**src/rtl/riscv_cfg_shadow_regs.sv**
```systemverilog
// rtl/riscv_cfg_shadow_regs.sv - shadow/active configuration register bank with staged per-core commit
//
// A bus master reads/writes a shared shadow register set (plus a sticky LOCK register at
// index NUM_REGS). A commit copies the shadow set into the active set of every targeted
// core once that core reports quiescent, or gives up after TIMEOUT_CYCLES wait cycles.
//
// Ports:
//   clk_i, rst_i                       clock, synchronous active-high reset
//   cfg_req_valid_i/ready_o/we_i/addr_i/wdata_i   register request (transfer on valid && ready)
//   cfg_rsp_valid_o/rdata_o/err_o      response, one cycle after the transfer
//   commit_req_i, commit_mask_i        commit pulse and target cores (sampled in IDLE)
//   core_quiescent_i                   per-core safe-to-update indication
//   commit_busy_o/done_o/timeout_o     commit status
//   active_cfg_o                       flattened active sets, core c reg r at (c*NUM_REGS+r)
//   parity_err_o                       sticky per-core active-set parity error
//
// Optional feature macro: RISCV_CFG_PARITY_EN (even parity per active register).
module riscv_cfg_shadow_regs #(
    parameter int                    NUM_CORES      = 1,
    parameter int                    NUM_REGS       = 8,
    parameter int                    DATA_WIDTH     = 32,
    parameter logic [DATA_WIDTH-1:0] RESET_VALUE    = '0,
    parameter int                    TIMEOUT_CYCLES = 1024,
    localparam int                   ADDR_W         = $clog2(NUM_REGS + 1)
) (
    input  logic                                   clk_i,
    input  logic                                   rst_i,
    input  logic                                   cfg_req_valid_i,
    output logic                                   cfg_req_ready_o,
    input  logic                                   cfg_req_we_i,
    input  logic [ADDR_W-1:0]                      cfg_req_addr_i,
    input  logic [DATA_WIDTH-1:0]                  cfg_req_wdata_i,
    output logic                                   cfg_rsp_valid_o,
    output logic [DATA_WIDTH-1:0]                  cfg_rsp_rdata_o,
    output logic                                   cfg_rsp_err_o,
    input  logic                                   commit_req_i,
    input  logic [NUM_CORES-1:0]                   commit_mask_i,
    input  logic [NUM_CORES-1:0]                   core_quiescent_i,
    output logic                                   commit_busy_o,
    output logic                                   commit_done_o,
    output logic                                   commit_timeout_o,
    output logic [NUM_CORES*NUM_REGS*DATA_WIDTH-1:0] active_cfg_o,
    output logic [NUM_CORES-1:0]                   parity_err_o
);
    localparam int                ACT_W     = NUM_CORES * NUM_REGS * DATA_WIDTH;
    localparam int                CNT_W     = $clog2(TIMEOUT_CYCLES);
    localparam logic [CNT_W-1:0]  CNT_LAST  = CNT_W'(TIMEOUT_CYCLES - 1);
    localparam logic [ADDR_W-1:0] LOCK_ADDR = ADDR_W'(NUM_REGS);

    typedef enum logic [1:0] {IDLE, WAIT_QUIESCE, DONE} state_t;

    state_t                 state_q, state_d;
    logic [DATA_WIDTH-1:0]  shadow_q [NUM_REGS];
    logic [ACT_W-1:0]       active_q;
    logic                   lock_q;
    logic [NUM_CORES-1:0]   pending_q;
    logic [NUM_CORES-1:0]   copy_en;
    logic [NUM_CORES-1:0]   still_pending;
    logic [CNT_W-1:0]       cnt_q;
    logic                   timeout_q;
    logic                   xfer;
    logic                   rsp_valid_q;
    logic                   rsp_err_q;
    logic [DATA_WIDTH-1:0]  rsp_rdata_q;
    logic [DATA_WIDTH-1:0]  rd_data;
    logic                   rd_err;

    assign xfer = cfg_req_valid_i && cfg_req_ready_o;

    // Cores that take the shadow copy this cycle, and those left waiting afterwards.
    assign copy_en       = (state_q == WAIT_QUIESCE) ? (pending_q & core_quiescent_i) : '0;
    assign still_pending = pending_q & ~copy_en;

    // Response content for the request presented this cycle.
    always_comb begin
        rd_data = '0;
        rd_err  = 1'b0;
        if (cfg_req_addr_i < LOCK_ADDR) begin
            for (int r = 0; r < NUM_REGS; r++) begin
                if (!cfg_req_we_i && cfg_req_addr_i == ADDR_W'(r)) rd_data = shadow_q[r];
            end
            if (cfg_req_we_i && lock_q) rd_err = 1'b1;
        end else if (cfg_req_addr_i == LOCK_ADDR) begin
            if (!cfg_req_we_i) rd_data = {{(DATA_WIDTH-1){1'b0}}, lock_q};
        end else begin
            rd_err = 1'b1;
        end
    end

    always_ff @(posedge clk_i) begin
        if (rst_i) state_q <= IDLE;
        else       state_q <= state_d;
    end

    always_comb begin
        state_d          = state_q;
        cfg_req_ready_o  = 1'b0;
        commit_busy_o    = 1'b1;
        commit_done_o    = 1'b0;
        commit_timeout_o = 1'b0;
        case (state_q)
            IDLE: begin
                cfg_req_ready_o = 1'b1;
                commit_busy_o   = 1'b0;
                if (commit_req_i) state_d = (commit_mask_i == '0) ? DONE : WAIT_QUIESCE;
            end
            WAIT_QUIESCE: begin
                if (still_pending == '0 || cnt_q == CNT_LAST) state_d = DONE;
            end
            DONE: begin
                commit_done_o    = 1'b1;
                commit_timeout_o = timeout_q;
                state_d          = IDLE;
            end
            default: state_d = IDLE;
        endcase
    end

    always_ff @(posedge clk_i) begin
        if (rst_i) begin
            for (int r = 0; r < NUM_REGS; r++) shadow_q[r] <= RESET_VALUE;
            active_q    <= {(NUM_CORES*NUM_REGS){RESET_VALUE}};
            lock_q      <= 1'b0;
            pending_q   <= '0;
            cnt_q       <= '0;
            timeout_q   <= 1'b0;
            rsp_valid_q <= 1'b0;
            rsp_err_q   <= 1'b0;
            rsp_rdata_q <= '0;
        end else begin
            rsp_valid_q <= xfer;
            rsp_err_q   <= xfer && rd_err;
            rsp_rdata_q <= xfer ? rd_data : '0;

            if (xfer && cfg_req_we_i) begin
                if (cfg_req_addr_i == LOCK_ADDR && cfg_req_wdata_i[0]) lock_q <= 1'b1;
                for (int r = 0; r < NUM_REGS; r++) begin
                    if (!lock_q && cfg_req_addr_i == ADDR_W'(r)) shadow_q[r] <= cfg_req_wdata_i;
                end
            end

            case (state_q)
                IDLE: begin
                    if (commit_req_i) begin
                        pending_q <= commit_mask_i;
                        cnt_q     <= '0;
                        timeout_q <= 1'b0;
                    end
                end
                WAIT_QUIESCE: begin
                    pending_q <= still_pending;
                    cnt_q     <= cnt_q + 1'b1;
                    if (cnt_q == CNT_LAST && still_pending != '0) timeout_q <= 1'b1;
                end
                default: ;
            endcase

            // A commit in the same cycle as a shadow write copies in the next cycle, so the
            // copy naturally sees the freshly written value.
            for (int c = 0; c < NUM_CORES; c++) begin
                for (int r = 0; r < NUM_REGS; r++) begin
                    if (copy_en[c]) active_q[(c*NUM_REGS+r)*DATA_WIDTH +: DATA_WIDTH] <= shadow_q[r];
                end
            end
        end
    end

    assign cfg_rsp_valid_o = rsp_valid_q;
    assign cfg_rsp_err_o   = rsp_err_q;
    assign cfg_rsp_rdata_o = rsp_rdata_q;
    assign active_cfg_o    = active_q;

`ifdef RISCV_CFG_PARITY_EN
    logic [NUM_CORES*NUM_REGS-1:0] par_q;
    logic [NUM_CORES-1:0]          par_mismatch;
    logic [NUM_CORES-1:0]          parity_err_q;

    always_comb begin
        par_mismatch = '0;
        for (int c = 0; c < NUM_CORES; c++) begin
            for (int r = 0; r < NUM_REGS; r++) begin
                if ((^active_q[(c*NUM_REGS+r)*DATA_WIDTH +: DATA_WIDTH]) != par_q[c*NUM_REGS+r])
                    par_mismatch[c] = 1'b1;
            end
        end
    end

    always_ff @(posedge clk_i) begin
        if (rst_i) begin
            par_q        <= {(NUM_CORES*NUM_REGS){^RESET_VALUE}};
            parity_err_q <= '0;
        end else begin
            parity_err_q <= parity_err_q | par_mismatch;
            for (int c = 0; c < NUM_CORES; c++) begin
                for (int r = 0; r < NUM_REGS; r++) begin
                    if (copy_en[c]) par_q[c*NUM_REGS+r] <= ^shadow_q[r];
                end
            end
        end
    end

    assign parity_err_o = parity_err_q;
`else
    assign parity_err_o = '0;
`endif

endmodule
```
**config.mk**
```make
export PLATFORM = sky130hd
export DESIGN_NAME = riscv_cfg_shadow_regs
export DESIGN_NICKNAME = d
export VERILOG_FILES = /design/src/rtl/riscv_cfg_shadow_regs.sv
export SDC_FILE = /design/constraint.sdc
export NUM_CORES = 1
export LEC_CHECK = 0
export CAP_MARGIN = 5
export CORE_ASPECT_RATIO = 1.2
export CORE_MARGIN = 4
export CORE_UTILIZATION = 54
export CTS_CLUSTER_DIAMETER = 50
export DETAILED_ROUTE_END_ITERATION = 8
export HOLD_SLACK_MARGIN = 0.15
export PLACE_DENSITY = 0.8
export SETUP_SLACK_MARGIN = 0.15
export SYNTH_ARGS = -nofsm -noshare
export SYNTH_HDL_FRONTEND = slang
export SYNTH_SLANG_ARGS = --single-unit
```
**constraint.sdc**
```tcl
create_clock -name clk_i -period 4.5 [get_ports clk_i]
set_clock_uncertainty 0.15 [all_clocks]
set_input_delay 1.35 -clock clk_i [delete_from_list [all_inputs] [get_ports clk_i]]
set_output_delay 1.35 -clock clk_i [all_outputs]
set_load 0.005 [all_outputs]
```
# Yosys cells after proc, flatten, opt, wreduce, memory -nomap -nowiden
# Memory sizes are Yosys's and may differ from the RTL's.
# Cells that the tools add are included.
[classes]
add_sub_neg = 1
n_lt_le_gt_ge = 1
n_eq_ne = 14
muxes = 72
n_bitwise = 13
n_reduce_logical = 33
[op_table]
columns = ["cell", "n"]
rows = [
  ["$mux 32", 17],
  ["$mux 1", 47],
  ["$logic_and 1x1->1", 22],
  ["$pmux 10 s2", 1],
  ["$eq 4x3->1 const B", 4],
  ["$add 10x1->10 const B", 1],
  ["$eq 10x10->1 const B", 1],
  ["$mux 10", 1],
  ["$eq 4x2->1 const B", 2],
  ["$or 1x1->1", 8],
  ["$mux 2", 3],
  ["$reduce_and 2->1", 3],
  ["$eq 4x1->1 const B", 1],
  ["$eq 4x4->1 const B", 1],
  ["$logic_not 4->1", 1],
  ["$lt 4x4->1 const B", 1],
  ["$ne 2x1->1 const B", 2],
  ["$pmux 1 s2", 2],
  ["$pmux 2 s2", 1],
  ["$not 1->1", 3],
  ["$reduce_and 3->1", 1],
  ["$and 1x1->1", 2],
  ["$eq 2x1->1 const B", 1],
  ["$eq 2x2->1 const B", 1],
  ["6 further kinds", 7],
]
[word_totals]
register_bits = 305
ram_bits = 256
in_bits = 43
out_inout_bits = 295
elab_cells = 144
n_memories = 1
[memory_table]
columns = ["name", "depth", "width", "rd", "rd_clocked_by_memory_dff", "write_ports", "line_no", "rtl"]
rows = [
  ["shadow_q", 8, 32, 8, 0, 8, "53", "logic [DATA_WIDTH-1:0] shadow_q [NUM_REGS];"],
]

# Logic depth before layout (Yosys ltp)
[logic_depth]
depth_word = 11
mapped_depth = 8
ltp_nobuf = 5

# Worst setup path before layout
# No wires, ideal clock.
[synth_timing]
path_type = "input port to flip-flop"
start = "in cfg_req_addr_i[3]"
end = "mem shadow_q[2][0] (netlist: shadow_q[0][64]), enable pin"
setup_time_ns = 0.390
arrival_time_ns = 3.118
required_time_ns = 3.960
slack_ns = 0.842
cell_stages = 5
n_path_buf = 1
path_cell_list = "buf_2 > or2_2 > nor4_4 > nand2_1 > or2b_1"
[synth_lines]
columns = ["element", "line_no", "rtl"]
rows = [
  ["start, declared", "31", "input logic [ADDR_W-1:0] cfg_req_addr_i,"],
  ["end, declared", "53", ""],
]

# Worst setup path in the final report
[layout_timing]
start = "in cfg_req_addr_i[0]"
end = "reg rsp_rdata_q[15] (netlist: cfg_rsp_rdata_o[15])"
[layout_between]
elab_chain_cells = 11
word_cells_on_any_way = 26
classes_between = "1 x order compare; 7 x eq/ne; 9 x mux; 9 x reduce/logical"
[layout_lines]
columns = ["element", "line_no", "rtl"]
rows = [
  ["$logic_not 4->1", "80", "if (!cfg_req_we_i && cfg_req_addr_i == ADDR_W'(r)) rd_data = shadow_q[r];"],
  ["$logic_and 1x1->1", "80", ""],
  ["$mux 32 (8 in series)", "80", ""],
  ["$mux 32 *", "78", "if (cfg_req_addr_i < LOCK_ADDR) begin"],
  ["end signal, assigned", "133", "rsp_rdata_q <= xfer ? rd_data : '0;"],
  ["end, declared", "64", "logic [DATA_WIDTH-1:0] rsp_rdata_q;"],
]
# Mark *: on every way between the ends. The rest lies on a longest branch, timed or not.
# A chain may end at the register's enable or synchronous reset.

==> reports/results.md <==
| Step | Quantity | This run |
|---|---|---|
| routing | Via Count | 18600 |
| grt | Total overflow reported by the global router | 0 |
| power and ir drop | Overall Power | 10.6 mW |
| timing | Crit share post-route | 0.862 |
| die | DIE AREA | 0.0440 sq mm |
| grt | Wire length of the first global-routing pass | 116000 um |
| timing | Fmax | 258 MHz |
| finish | Number of nets at the end of the flow | 2541 |
| timing | Summed negative setup slack over all endpoints | 0 ps |
| clock tree | Later-pin clock latency in the skew report | 600 ps |
| routing | Metal2 WL | 37300 um |
| critical path | CP Data Required Time | 4770 ps |
| flow run | Reported max-cap violation count | 0 |
| die | Number of I/O pins | 338 |
| die | Area of the core region | 0.0399 sq mm |
| timing | Actual slew at the worst max-slew pin | 1390 ps |
| finish | Fraction of final layout cells with drive strength greater than 1 | 0.0712 |
| placement | Input/output buffers | 336 |
| clock tree | Cell chosen for the clock root | sky130_fd_sc_hd__clkbuf_16 |
| grt | Vias in the first global route | 17500 |
| routing | Vias/cell | 6.04 |
| clock tree | Post-cts hold buffer count | 0 |
| critical path | Category of the critical setup timing path | input port to flop |
| yosys | Synthesized area | 0.0220 sq mm |
| outcome | Status | complete, no violations |
| yosys | Syn. warnings | 0 |
| clock tree | Htree depth | 2 |
| timing | Post-layout minimum cycle time | 3880 ps |
| timing | Hold violation count in the final report | 0 |
| routing | Final routed DRC violation total | 0 |
| timing | Final Setup Violations | 0 |
| yosys | Leading cell types by total area after synthesis | sky130_fd_sc_hd__edfxtp_1 35%, sky130_fd_sc_hd__dfxtp_1 28%, sky130_fd_sc_hd__nand2_1 9.3% |
| yosys | Fraction of registers with async set or reset after synthesis | 0 |
| grt | Total Routing Usage GR | 0.358 |
| clock tree | Post_cts resized | 0 |
| routing | Drt wl/cell | 26.4 um |
| finish | Layout Area Growth over Synthesis | 24.7% |
| yosys | Top-area cell type share of the netlist area | 0.350 |
| yosys | Synth unique cells | 71 |
| die | Row Count | 80 |
| yosys | Sequential area share after synthesis | 0.628 |
| grt | Maximum number of pins on one net before global-route repair | 101 |
| critical path | CP Launch Type | input port |
| yosys | Primary flip-flop cell chosen by synthesis mapping | sky130_fd_sc_hd__dfxtp_1 |
| yosys | Yosys reg bits | 561 |
| timing | Remaining max-slew budget at the tightest pin | 0.0474 |
| routing | First drt pass iteration count | 8 |
| timing | Fin Hold WS | 302 ps |
| yosys | Number of synthesized flops with an enable pin | 256 |
| critical path | Worst-path fanout max | 76 |
| placement | HPWL after detailed placement | 58900 um |
| power and ir drop | Total leakage power | 9.31 nW |
| routing | Overall routed net length | 81400 um |
| grt | Initial antenna violation count | 1 |
| die | Starting density of the core | 0.550 |
| clock tree | TritonCTS Buffers | 53 |
| die | Die H | 229 um |
| critical path | Arrival time worst endpoint | 4150 ps |
| clock tree | Clock tree from TritonCTS | yes |
| routing | Top routing layer in use | met4 |
| power and ir drop | Power density relative to cell area | 387 mW/mm^2 |
| finish | Final core utilization | 0.686 |
| yosys | Avg Inst Size Synth | 9.91 sq um |
| clock tree | Worst-case clock buffer depth | 3 |
| worst hold path | Worst hold-check path type | flop to flop |
| placement | Cell total after placement | 2975 |
| yosys | Mapped Nets | 2259 |
| routing | Metal1 wirelength | 29800 um |
| placement | Routability-driven placement congestion ratio | 0.997 |
| finish | Post-route non-filler standard cell count | 3076 |
| routing | Number of nets with antenna violations after detailed routing | 0 |
| routing | Starting DRC count in detailed routing | 2502 |
| routing | WL met3 | 8920 um |
| timing | Number of pins exceeding their max-slew limit in the final report | 0 |
| clock tree | Number of post-CTS setup repair buffers | 0 |
| critical path | Nature of the critical path endpoint | flop |
| clock tree | Clk slew on worst S/H paths | 60 ps |
| yosys | Cells after synthesis | 2215 |
| yosys | Library cell occupying the most area in the post-synthesis netlist | sky130_fd_sc_hd__edfxtp_1 |
| clock tree | Number of clock sinks | 561 |
| die | Die width | 192 um |
| timing | Setup repair after global routing missed its margin | false |
| power and ir drop | Worst IR drop on VDD | 0.278 mV |
## worst max-delay path: stages
cell and delay, ps:
sky130_fd_sc_hd__buf_2 380, sky130_fd_sc_hd__buf_12 370, sky130_fd_sc_hd__nand3b_1 380, sky130_fd_sc_hd__a31oi_1 270, sky130_fd_sc_hd__a2111oi_0 1230, sky130_fd_sc_hd__o31ai_1 150
## final timing paths
| check | from | end | slack (ps) | cells past startpoint |
|---|---|---|---|---|
| setup reg to reg | state_q[0] | active_cfg_o[36] | 1680 | 5 |
| hold / removal | active_cfg_o[20] | active_cfg_o[20] | 300 | 2 |
| hold reg to reg | active_cfg_o[20] | active_cfg_o[20] | 300 | 2 |
| setup / recovery | cfg_req_addr_i[0] | cfg_rsp_rdata_o[15] | 620 | 6 |
## cell usage after synthesis (all sizes together) (9+ instances only)
library cell and n:
nand2 546, nor3 20, clkbuf 79, a31oi 20, inv 65, o31ai 12, o221ai 29, and3 9
nand4b 25, a22oi 15, edfxtp 256, nand2b 41, mux2i 13, nor2 223, nor3b 10, a2111oi 9
o21ai 38, buf 86, dfxtp 305, a21oi 305, nand3 16, o21a 9
## area by class of cell
class / count / area [sq um]
multi-input cells: 1424 / 7070
clock buffers: 75 / 1570
clock inverters: 25 / 160
diodes: 1 / 2.50
well taps: 533 / 667
repair buffers: 392 / 3870
fillers: 3078 / 12600
flip-flops and latches: 561 / 13800
inverters: 65 / 244
## routing by layer
layer,GRT usage,vias up
li1,-,8158
met1,0.476,8984
met2,0.558,1252
met3,0.0645,200
met4,0.192,0
met5,0,-
## power breakdown
group	internal [mW]	switching (mW)	total [mW]
clock network	2.45	1.98	4.43
registers	5.46	0.141	5.60
logic	0.166	0.409	0.575
total	8.08	2.53	10.6
## sequential cells by signal, indices dropped and copies added, names as in the netlist
signal,cells
active_cfg_o,256
cfg_rsp_err_o,1
cfg_rsp_rdata_o,32
cfg_rsp_valid_o,1
cnt_q,10
lock_q,1
pending_q,1
shadow_q,256
state_q,2
timeout_q,1
## logic make-up (layout without fill, tap and decap cells)
kind of cell             count (synthesis)  after routing  share of synthesized area
AO/OA/AOI/OAI                          471            471                      0.125
other                                    1              2                   0.000171
adder cells (fa/ha/maj)                  1              1                   0.000570
AND/OR/NAND/NOR                        931            931                      0.186
multiplexers                            18             18                    0.00900
buffers and inverters                  230            557                     0.0503
XOR/XNOR                                 2              2                   0.000798
flip-flops                             561            561                      0.628
## cell usage in the layout (no fill, tap or decap), drive strengths merged, types with 16 or more instances in the layout
master         Yosys  routed
a31oi             20      20
o221ai            29      29
nor2             223     223
buf               86      59
nand3             16      16
inv               65      74
edfxtp           256     256
nor3              20      20
nand4b            25      25
dfxtp            305     305
o21ai             38      38
nand2b            41      41
clkbuf            79      76
clkdlybuf4s50      0     332
nand2            546     546
a21oi            305     305
## per-stage QoR
stage | setup WS (ps) | instance area, sq um
after global placement | 404 | 25700
after floorplan | 842 | 22000
after global routing | 674 | 27400
final | 620 | 27400
after CTS | 825 | 27400
after detailed placement | 386 | 25700
No activity file was read; power rests on OpenSTA's default activity.
